## src/rtl/osnt_sume_10g_rx_latency_probe.sv

```systemverilog
// RX latency probe: zero-latency AXI-Stream pass-through that extracts the TX timestamp/signature
// words per packet, reports latency and tracks sequence loss/reorder. Optional min/max: RX_LAT_MINMAX_EN.
//   state   | meaning
//   ST_SOP  | waiting for / accepting the first beat of a packet
//   ST_BODY | accepting the remaining beats until tlast
module osnt_sume_10g_rx_latency_probe #(
  parameter int C_M_AXIS_DATA_WIDTH  = 64,
  parameter int C_S_AXIS_DATA_WIDTH  = 64,
  parameter int C_M_AXIS_TUSER_WIDTH = 128,
  parameter int C_S_AXIS_TUSER_WIDTH = 128,
  parameter int C_S_AXI_DATA_WIDTH   = 32,
  parameter int TS_WIDTH             = 64
) (
  input  logic                              axis_aclk,
  input  logic                              axis_resetn,
  input  logic [C_S_AXIS_DATA_WIDTH-1:0]    s_axis_tdata,
  input  logic [C_S_AXIS_DATA_WIDTH/8-1:0]  s_axis_tkeep,
  input  logic [C_S_AXIS_TUSER_WIDTH-1:0]   s_axis_tuser,
  input  logic                              s_axis_tvalid,
  input  logic                              s_axis_tlast,
  output logic                              s_axis_tready,
  output logic [C_M_AXIS_DATA_WIDTH-1:0]    m_axis_tdata,
  output logic [C_M_AXIS_DATA_WIDTH/8-1:0]  m_axis_tkeep,
  output logic [C_M_AXIS_TUSER_WIDTH-1:0]   m_axis_tuser,
  output logic                              m_axis_tvalid,
  output logic                              m_axis_tlast,
  input  logic                              m_axis_tready,
  input  logic [C_S_AXI_DATA_WIDTH-1:0]     rx_ts_pos,
  input  logic [TS_WIDTH-1:0]               timestamp_156,
  input  logic                              clear,
  output logic                              lat_valid,
  output logic [TS_WIDTH-1:0]               lat_value,
  output logic [31:0]                       lat_seq,
  output logic [31:0]                       rx_pkt_count,
  output logic [31:0]                       sig_pkt_count,
  output logic [31:0]                       lost_count,
  output logic [31:0]                       reorder_count
`ifdef RX_LAT_MINMAX_EN
  ,
  output logic [TS_WIDTH-1:0]               lat_min,
  output logic [TS_WIDTH-1:0]               lat_max
`endif
);

  localparam logic [31:0] SIG_WORD = 32'hefbeadde;
  localparam int          PW       = C_S_AXI_DATA_WIDTH;

  typedef enum logic {ST_SOP, ST_BODY} state_t;

  state_t              state_q, state_d;
  logic [15:0]         wcnt_q;
  logic [TS_WIDTH-1:0] rx_time_q;
  logic [TS_WIDTH-1:0] tx_time_q;
  logic                ts_seen_q;
  logic                sig_ok_q;
  logic [31:0]         seq_q;
  logic [31:0]         exp_q;
  logic                armed_q;

  logic                beat_acc;
  logic                is_sop;
  logic                pos_en;
  logic [PW:0]         pos_p1;
  logic [PW:0]         wcnt_ext;
  logic                ts_hit;
  logic                ts_seen_eff;
  logic                sig_hit;
  logic                sig_ok_eff;
  logic [31:0]         seq_eff;
  logic                pkt_done;
  logic                sig_done;
  logic [31:0]         seq_diff;
  logic [TS_WIDTH-1:0] lat_calc;

  // Pure pass-through; the probe never back-pressures the MAC.
  assign m_axis_tdata  = s_axis_tdata;
  assign m_axis_tkeep  = s_axis_tkeep;
  assign m_axis_tuser  = s_axis_tuser;
  assign m_axis_tvalid = s_axis_tvalid;
  assign m_axis_tlast  = s_axis_tlast;
  assign s_axis_tready = m_axis_tready;

  assign beat_acc = s_axis_tvalid & m_axis_tready;
  assign is_sop   = (state_q == ST_SOP);
  assign pos_en   = |rx_ts_pos;
  assign pos_p1   = {1'b0, rx_ts_pos} + {{PW{1'b0}}, 1'b1};
  assign wcnt_ext = (PW+1)'(wcnt_q);

  // Per-packet flags from earlier beats are ignored on the SOP beat.
  assign ts_seen_eff = ts_seen_q & ~is_sop;
  assign ts_hit      = beat_acc & pos_en & (wcnt_ext == {1'b0, rx_ts_pos});
  assign sig_hit     = beat_acc & pos_en & ts_seen_eff & (wcnt_ext == pos_p1) &
                       (s_axis_tdata[31:0] == SIG_WORD);
  assign sig_ok_eff  = sig_hit | (sig_ok_q & ~is_sop);
  assign seq_eff     = sig_hit ? s_axis_tdata[63:32] : seq_q;
  assign pkt_done    = beat_acc & s_axis_tlast;
  assign sig_done    = pkt_done & sig_ok_eff;
  assign seq_diff    = seq_eff - exp_q;
  assign lat_calc    = rx_time_q - tx_time_q;

  always_ff @(posedge axis_aclk or negedge axis_resetn) begin
    if (!axis_resetn) state_q <= ST_SOP;
    else              state_q <= state_d;
  end

  always_comb begin
    state_d = state_q;
    case (state_q)
      ST_SOP:  if (beat_acc && !s_axis_tlast) state_d = ST_BODY;
      ST_BODY: if (beat_acc && s_axis_tlast)  state_d = ST_SOP;
      default: state_d = ST_SOP;
    endcase
  end

  always_ff @(posedge axis_aclk or negedge axis_resetn) begin
    if (!axis_resetn) begin
      wcnt_q    <= 16'd1;
      rx_time_q <= '0;
      tx_time_q <= '0;
      ts_seen_q <= 1'b0;
      sig_ok_q  <= 1'b0;
      seq_q     <= '0;
    end else if (beat_acc) begin
      if (s_axis_tlast)           wcnt_q <= 16'd1;
      else if (wcnt_q != 16'hffff) wcnt_q <= wcnt_q + 16'd1;
      if (is_sop) rx_time_q <= timestamp_156;
      if (ts_hit) tx_time_q <= s_axis_tdata[TS_WIDTH-1:0];
      ts_seen_q <= ts_hit | ts_seen_eff;
      sig_ok_q  <= sig_ok_eff;
      if (sig_hit) seq_q <= s_axis_tdata[63:32];
    end
  end

  // Result registers are not touched by clear so an in-flight packet is still reported.
  always_ff @(posedge axis_aclk or negedge axis_resetn) begin
    if (!axis_resetn) begin
      lat_valid <= 1'b0;
      lat_value <= '0;
      lat_seq   <= '0;
    end else begin
      lat_valid <= sig_done;
      if (sig_done) begin
        lat_value <= lat_calc;
        lat_seq   <= seq_eff;
      end
    end
  end

  // Counters and sequence tracker; clear takes priority over any update.
  always_ff @(posedge axis_aclk or negedge axis_resetn) begin
    if (!axis_resetn) begin
      rx_pkt_count  <= '0;
      sig_pkt_count <= '0;
      lost_count    <= '0;
      reorder_count <= '0;
      exp_q         <= '0;
      armed_q       <= 1'b0;
    end else if (clear) begin
      rx_pkt_count  <= '0;
      sig_pkt_count <= '0;
      lost_count    <= '0;
      reorder_count <= '0;
      armed_q       <= 1'b0;
    end else begin
      if (pkt_done) rx_pkt_count <= rx_pkt_count + 32'd1;
      if (sig_done) begin
        sig_pkt_count <= sig_pkt_count + 32'd1;
        if (!armed_q) begin
          armed_q <= 1'b1;
          exp_q   <= seq_eff + 32'd1;
        end else if (!seq_diff[31]) begin
          lost_count <= lost_count + seq_diff;
          exp_q      <= seq_eff + 32'd1;
        end else begin
          reorder_count <= reorder_count + 32'd1;
        end
      end
    end
  end

`ifdef RX_LAT_MINMAX_EN
  always_ff @(posedge axis_aclk or negedge axis_resetn) begin
    if (!axis_resetn) begin
      lat_min <= '1;
      lat_max <= '0;
    end else if (clear) begin
      lat_min <= '1;
      lat_max <= '0;
    end else if (sig_done) begin
      if (lat_calc < lat_min) lat_min <= lat_calc;
      if (lat_calc > lat_max) lat_max <= lat_calc;
    end
  end
`endif

endmodule

```

## config.mk

```make
export PLATFORM = sky130hd
export DESIGN_NAME = osnt_sume_10g_rx_latency_probe
export DESIGN_NICKNAME = d
export VERILOG_FILES = /design/src/rtl/osnt_sume_10g_rx_latency_probe.sv
export SDC_FILE = /design/constraint.sdc
export NUM_CORES = 1
export LEC_CHECK = 0
export ABC_AREA = 1
export CORE_AREA = 3 3 279 281
export DETAILED_ROUTE_END_ITERATION = 16
export DIE_AREA = 0 0 282 284
export PLACE_DENSITY = 0.67
export SYNTH_ARGS = -nofsm -noshare
export SYNTH_HDL_FRONTEND = slang
export SYNTH_SLANG_ARGS = --single-unit
```

## constraint.sdc

```tcl
create_clock -name axis_aclk -period 7.4 [get_ports axis_aclk]
set_input_delay 1.85 -clock axis_aclk [delete_from_list [all_inputs] [get_ports axis_aclk]]
set_output_delay 1.85 -clock axis_aclk [all_outputs]
set_load 0.005 [all_outputs]
```

==> After elaboration in Yosys (flattened, before gate mapping) <==
Index checks and enable logic that the tools add are counted.
W data, S select, Z words.
{ "word_totals": {"regBits": 437, "inputBits": 302, "out_inout_bits": 428, "elab_cells": 82} }
{ "op_classes": {"addsub": 9, "eq_ne": 6, "muxes": 22, "bitwise_logic": 14, "n_reduce_logical": 15} }
{ "op_table": {"columns": ["op", "n"], "rows": [
  ["$mux W32", 15],
  ["$add A32 B1 Y32 const B", 4],
  ["$sub A64 B64 Y64", 1],
  ["$add A32 B1 Y33 const B", 1],
  ["$eq A16 B33 Y1", 1],
  ["$add A32 B32 Y32", 1],
  ["$eq A16 B32 Y1", 1],
  ["$eq A32 B32 Y1 const B", 1],
  ["$mux W16", 2],
  ["$reduce_or A32 Y1", 1],
  ["$sub A32 B32 Y32", 1],
  ["$add A16 B1 Y16 const B", 1],
  ["$ne A16 B16 Y1 const B", 1],
  ["$and A1 B1 Y1", 10],
  ["$reduce_bool A2 Y1", 5],
  ["$reduce_and A3 Y1", 3],
  ["$reduce_and A2 Y1", 3],
  ["$mux W1", 4],
  ["$ne A2 B2 Y1 const B", 2],
  ["$logic_and A1 B1 Y1", 2],
  ["$not A1 Y1", 2],
  ["$or A1 B1 Y1", 2],
  ["$pmux W1 S2", 1],
  ["$logic_not A1 Y1", 1]
]} }

==> Longest topological paths before layout <==
{ "logic_depth": {"depth_word": 12, "depth_mapped": 43, "depth_no_buf": 43} }

==> Worst setup path before layout <==
Ideal clock, no wire load.
{ "synth_path": {"path_type": "input -> register", "from": "input rx_ts_pos[4]", "to": "register lost_count[31]", "setup_ps": 117, "arrival_ps": 6934, "t_required_ps": 7283, "slack_ps": 349, "stages": 40, "n_path_buf": 1, "path_cell_list": "buf_4 > nand2_2 > nor2_2 > nand2_1 > nor2_2 > nand2_1 > o21ai_1 > nand2_1 > nor2_1 > nand2_1 > nor2_1 > nand3_1 > nand2_1 > ha_1 > inv_1 > fa_1 > nand2_1 > inv_1 > (+4 left out) > a21boi_0 > o21ai_0 > a21oi_1 > o21ai_0 > nand2_1 > inv_1 > o21ai_0 > nand2_1 > xor2_1 > ha_1 > a21o_1 > a221oi_1 > o21a_1 > a31oi_1 > inv_1 > nand3_1 > nand3_1 > nand2_1"} }
{ "synth_via": {"elab_chain_len": 12, "word_cells_on_any_way": 19, "classes_between": "add/sub: 3; eq/ne: 2; mux: 5; bitwise: 6; reduce/logical: 3"} }
{ "synth_lines": {"columns": ["item", "line", "text"], "rows": [
  ["start, declared", "28", "input logic [C_S_AXI_DATA_WIDTH-1:0] rx_ts_pos,"],
  ["parallel branches: the longest is 3 deep, another holds $add A32 B1 Y33", null, null],
  ["$and A1 B1 Y1 (*) (2 in series)", "92", "assign sig_hit = beat_acc & pos_en & ts_seen_eff & (wcnt_ext == pos_p1) &"],
  ["$mux W32", null, null],
  ["$sub A32 B32 Y32", "98", "assign seq_diff = seq_eff - exp_q;"],
  ["$add A32 B32 Y32", "172", "lost_count <= lost_count + seq_diff;"],
  ["$mux W32", "171", "end else if (!seq_diff[31]) begin"],
  ["$mux W32", "168", "if (!armed_q) begin"],
  ["$mux W32", "166", "if (sig_done) begin"],
  ["$mux W32", "158", "end else if (clear) begin"],
  ["end signal, assigned", "172", null],
  ["end, declared", "36", "output logic [31:0] lost_count,"]
]} }
Every way passes the cells marked *. The select of a mux whose other input is x is not followed.
A chain may end at the register's enable or synchronous reset.

==> Worst setup path after layout <==
{ "layout_path": {"from": "input rx_ts_pos[10]", "to": "register lost_count[28]"} }
{ "layout_via": {"elab_chain_len": 12, "word_cells_on_any_way": 19, "classes_between": "add/sub: 3; eq/ne: 2; mux: 5; bitwise: 6; reduce/logical: 3"} }
{ "layout_lines": {"columns": ["item", "line", "text"], "rows": [
  ["parallel branches: the longest is 3 deep, another holds $add A32 B1 Y33", null, null],
  ["$and A1 B1 Y1 (*) (2 in series)", "92", null],
  ["$mux W32 (*)", null, null],
  ["net seq_eff[12]", "69", "logic [31:0] seq_eff;"],
  ["$sub A32 B32 Y32 (*)", "98", null],
  ["$add A32 B32 Y32", "172", null],
  ["$mux W32", "171", null],
  ["$mux W32", "168", null],
  ["$mux W32", "166", null],
  ["$mux W32", "158", null]
]} }
Mark *: on every way through the listed nets, which the timed path passes. The select of a mux whose other input is x is not followed.

==> summary.txt <==
Timing
  – Tmin final: 7.08 ns
  – Crit share post-route: 95.7%
  – Worst rel slew slack: between 40% and 50%
  – Slew Viols, Final: 0
  – Slew @ Worst Pin: 0.848 ns
  – Setup Viol. Count Final: 0
  – Final Hold Vio Count: 0
  – Total negative setup slack: 0 ns
  – Final worst clock skew: approximately 0.023 ns
  – PnR worst setup slack: 0.316 ns
  – FMAX: 0.141 GHz

Finish
  – Fraction of layout cells with a size suffix above 1: roughly 12%
  – Fin util: between 50% and 60%
  – Post-Layout Cell Count: 5931
  – Fin nets: about 5400
  – Ant diodes: 0
  – Area Growth Syn to Fin: 29.2%

Die
  – Core area: 0.0757 mm²
  – Die Y: ~280 µm
  – Initial Util: 40.1%
  – Die X: 282 µm
  – # IOs: 730
  – Die area: 0.0801 mm²
  – # rows: 101

Global route
  – Vias in the first global route: 29000
  – Total global routing overflow: 0
  – Gr usage total: 26.8%
  – Largest net degree at the start of global routing: 149
  – First-pass GRT wire length: 167000 µm
  – Initial antenna violation count: 5

Worst setup path
  – Slowest CP cell: clkdlybuf4s50_1
  – Signal arrival time at the worst endpoint: 7.57 ns
  – CP startpoint kind: primary input
  – Crit Path Class: in2reg
  – CP most frequent cell: nand2_1
  – CP Data Required Time: 7.89 ns
  – Critical Path Sink Type: register
  – Slowest cell delay on critical path: 0.56 ns
  – CP max FO: 9

Clock tree
  – Clock latency on the worst-skew pair: 0.61 ns
  – TritonCTS Buffers: 54
  – CTS root buffer: clkbuf_16
  – CTS tree: done
  – Clk buf depth: 3
  – Clock Pin Slew Worst Setup and Hold Paths: 0.06 ns
  – Number of clock sinks: 437
  – # H-tree levels: 2

Outcome
  – Status: finished, final reports clean

Drt
  – Vias: 30000
  – Drc violations: 0
  – WL/cell: approximately 19 µm
  – Initial DRC Count: 2199
  – Via density: between 5 and 6
  – Post-route ant nets: 0
  – Detailed Route WL: 110000 µm
  – First-pass iteration count of the detailed router: 6

Hold path
  – Worst Hold Class: reg2reg

Power and ir drop
  – Lkg Pwr: 19.1 nW
  – Pwr dens: just under 200 mW/mm²
  – Worst vdd ir: 197 µV

Yosys
  – Synth top area share: 35.9%
  – Synth warnings: 0
  – Mapped Nets: 4744
  – Post-Synthesis Cells: 4305
  – Synth async-reset ratio: between 90% and 100%
  – Syn_area_per_cell: around 7.1 µm²
  – Synth area leader: dfrtp_1
  – Most frequent cells after synthesis: nand2_1, inv_1, nor2_1, dfrtp_1, a21oi_1
  – Top-count cell post-synth: nand2_1
  – Top cells by area, synth: dfrtp_1, nand2_1, inv_1
  – EDFF count, synth: 0
  – Syn Std Cell Area: 0.0304 mm²
  – Post-synthesis sequential area ratio: 36.0%
  – #FFs+latches synth: 437
  – Post-synth top flop: dfrtp_1
  – Cell variety after synth: 52

Placement
  – Placed Cells: ~5800
  – Dpl ws: -0.796 ns
  – DP HPWL: just under 90000 µm
  – Port buffer count: 457
  – Placer Congestion: between 0.9 and 1

Flow run
  – Max Cap Violations: 0
-- metal layers --
layer,part of all wire (%),global-route usage (%)
met1,45,36.8
met2,46,43.7
met3,7.1,5.04
met4,2.1,5.67
met5,0.099,0.488
-- report_power, final --
group | internal [mW] | total, mW | leakage, nW | switching, mW
Clock | 1.53 | 2.63 | 0.868 | 1.10
Combinational | 1.04 | 2.26 | 12.5 | 1.22
Sequential | 2.64 | 2.83 | 5.67 | 0.187
-- sequential cells by signal, indices dropped and copies added, names as in the netlist, named ones only --
| register | flops |
|---|---|
| lat_valid | 1 |
| ts_seen_q | 1 |
| lost_count | 32 |
| reorder_count | 32 |
| sig_ok_q | 1 |
| sig_pkt_count | 32 |
| wcnt_q | 16 |
| lat_seq | 32 |
| seq_q | 32 |
| exp_q | 32 |
| rx_time_q | 64 |
| tx_time_q | 64 |
| rx_pkt_count | 32 |
| lat_value | 64 |
| armed_q | 1 |
-- logic make-up (layout without fill, tap and decap cells) --
kind of cell	Yosys count	count (layout)	share of synthesized area (%)
multiplexers	1	1	0.0371
AO/OA/AOI/OAI	642	642	11.6
AND/OR/NAND/NOR	2124	2124	28.8
XOR/XNOR	183	183	5.28
adder cells (fa/ha/maj)	137	137	5.72
flip-flops	437	437	36.0
buffers and inverters	781	1429	12.5
-- worst max-delay path: cells and delay by family --
family	cells	cell delay, ns
AND/OR/NAND/NOR	21	2.35
XOR/XNOR	2	0.39
buffers and inverters	6	1.18
AO/OA/AOI/OAI	7	1.09
adder cells (fa/ha/maj)	2	0.70
-- cells in the final DEF (no fill, tap or decap), types with 67 or more instances in the layout --
master,n
inv_1,477
a21oi_1,247
o21ai_0,231
nor2_1,442
clkdlybuf4s50_1,447
ha_1,130
buf_4,384
nand3_1,168
nor3_1,82
dfrtp_1,436
nand2_1,1261
xnor2_1,67
xor2_1,114
-- timing repair --
item                       4_1_cts  5_1_grt
setup endpoints to repair        8       30
hold buffers                     0        0
pin swaps                        2       19
gates resized for setup          7       69
setup buffers                    0        9
-- final timing paths --
check                                      start                             to  slack (ns)  cells after the start
max                                rx_ts_pos[10]     lost_count[28]$_DFFE_PN0P_        0.32                     38
min                        seq_q[20]$_DFFE_PN0P_          seq_q[20]$_DFFE_PN0P_        0.47                      2
min in group asynchronous            axis_resetn  reorder_count[13]$_DFFE_PN0P_        1.29                      1
max reg2reg                             register     lost_count[28]$_DFFE_PN0P_        1.84                     35
min reg2reg                seq_q[20]$_DFFE_PN0P_          seq_q[20]$_DFFE_PN0P_        0.47                      2
max in group asynchronous            axis_resetn      rx_time_q[46]$_DFFE_PN0P_        4.73                      2
-- metrics by stage --
step                      area [µm²]  hold WS [ns]  power, mW
after floorplan                30400         0.437       3.95
after global placement         37200         0.449       5.06
after detailed placement       37200         0.459       5.09
after CTS                      38900         0.472       7.75
after global routing           39200         0.498       8.14
final                          39200         0.470       7.72
-- area by class of cell --
type,count,area [µm²]
multi-input cells,3087,15900
repair buffers,849,7620
inverters,483,1810
fillers,7513,36500
well taps,978,1220
clock inverters,20,193
clock buffers,77,1560
flip-flops and latches,437,10900
Power figures use the tool's default switching activity.
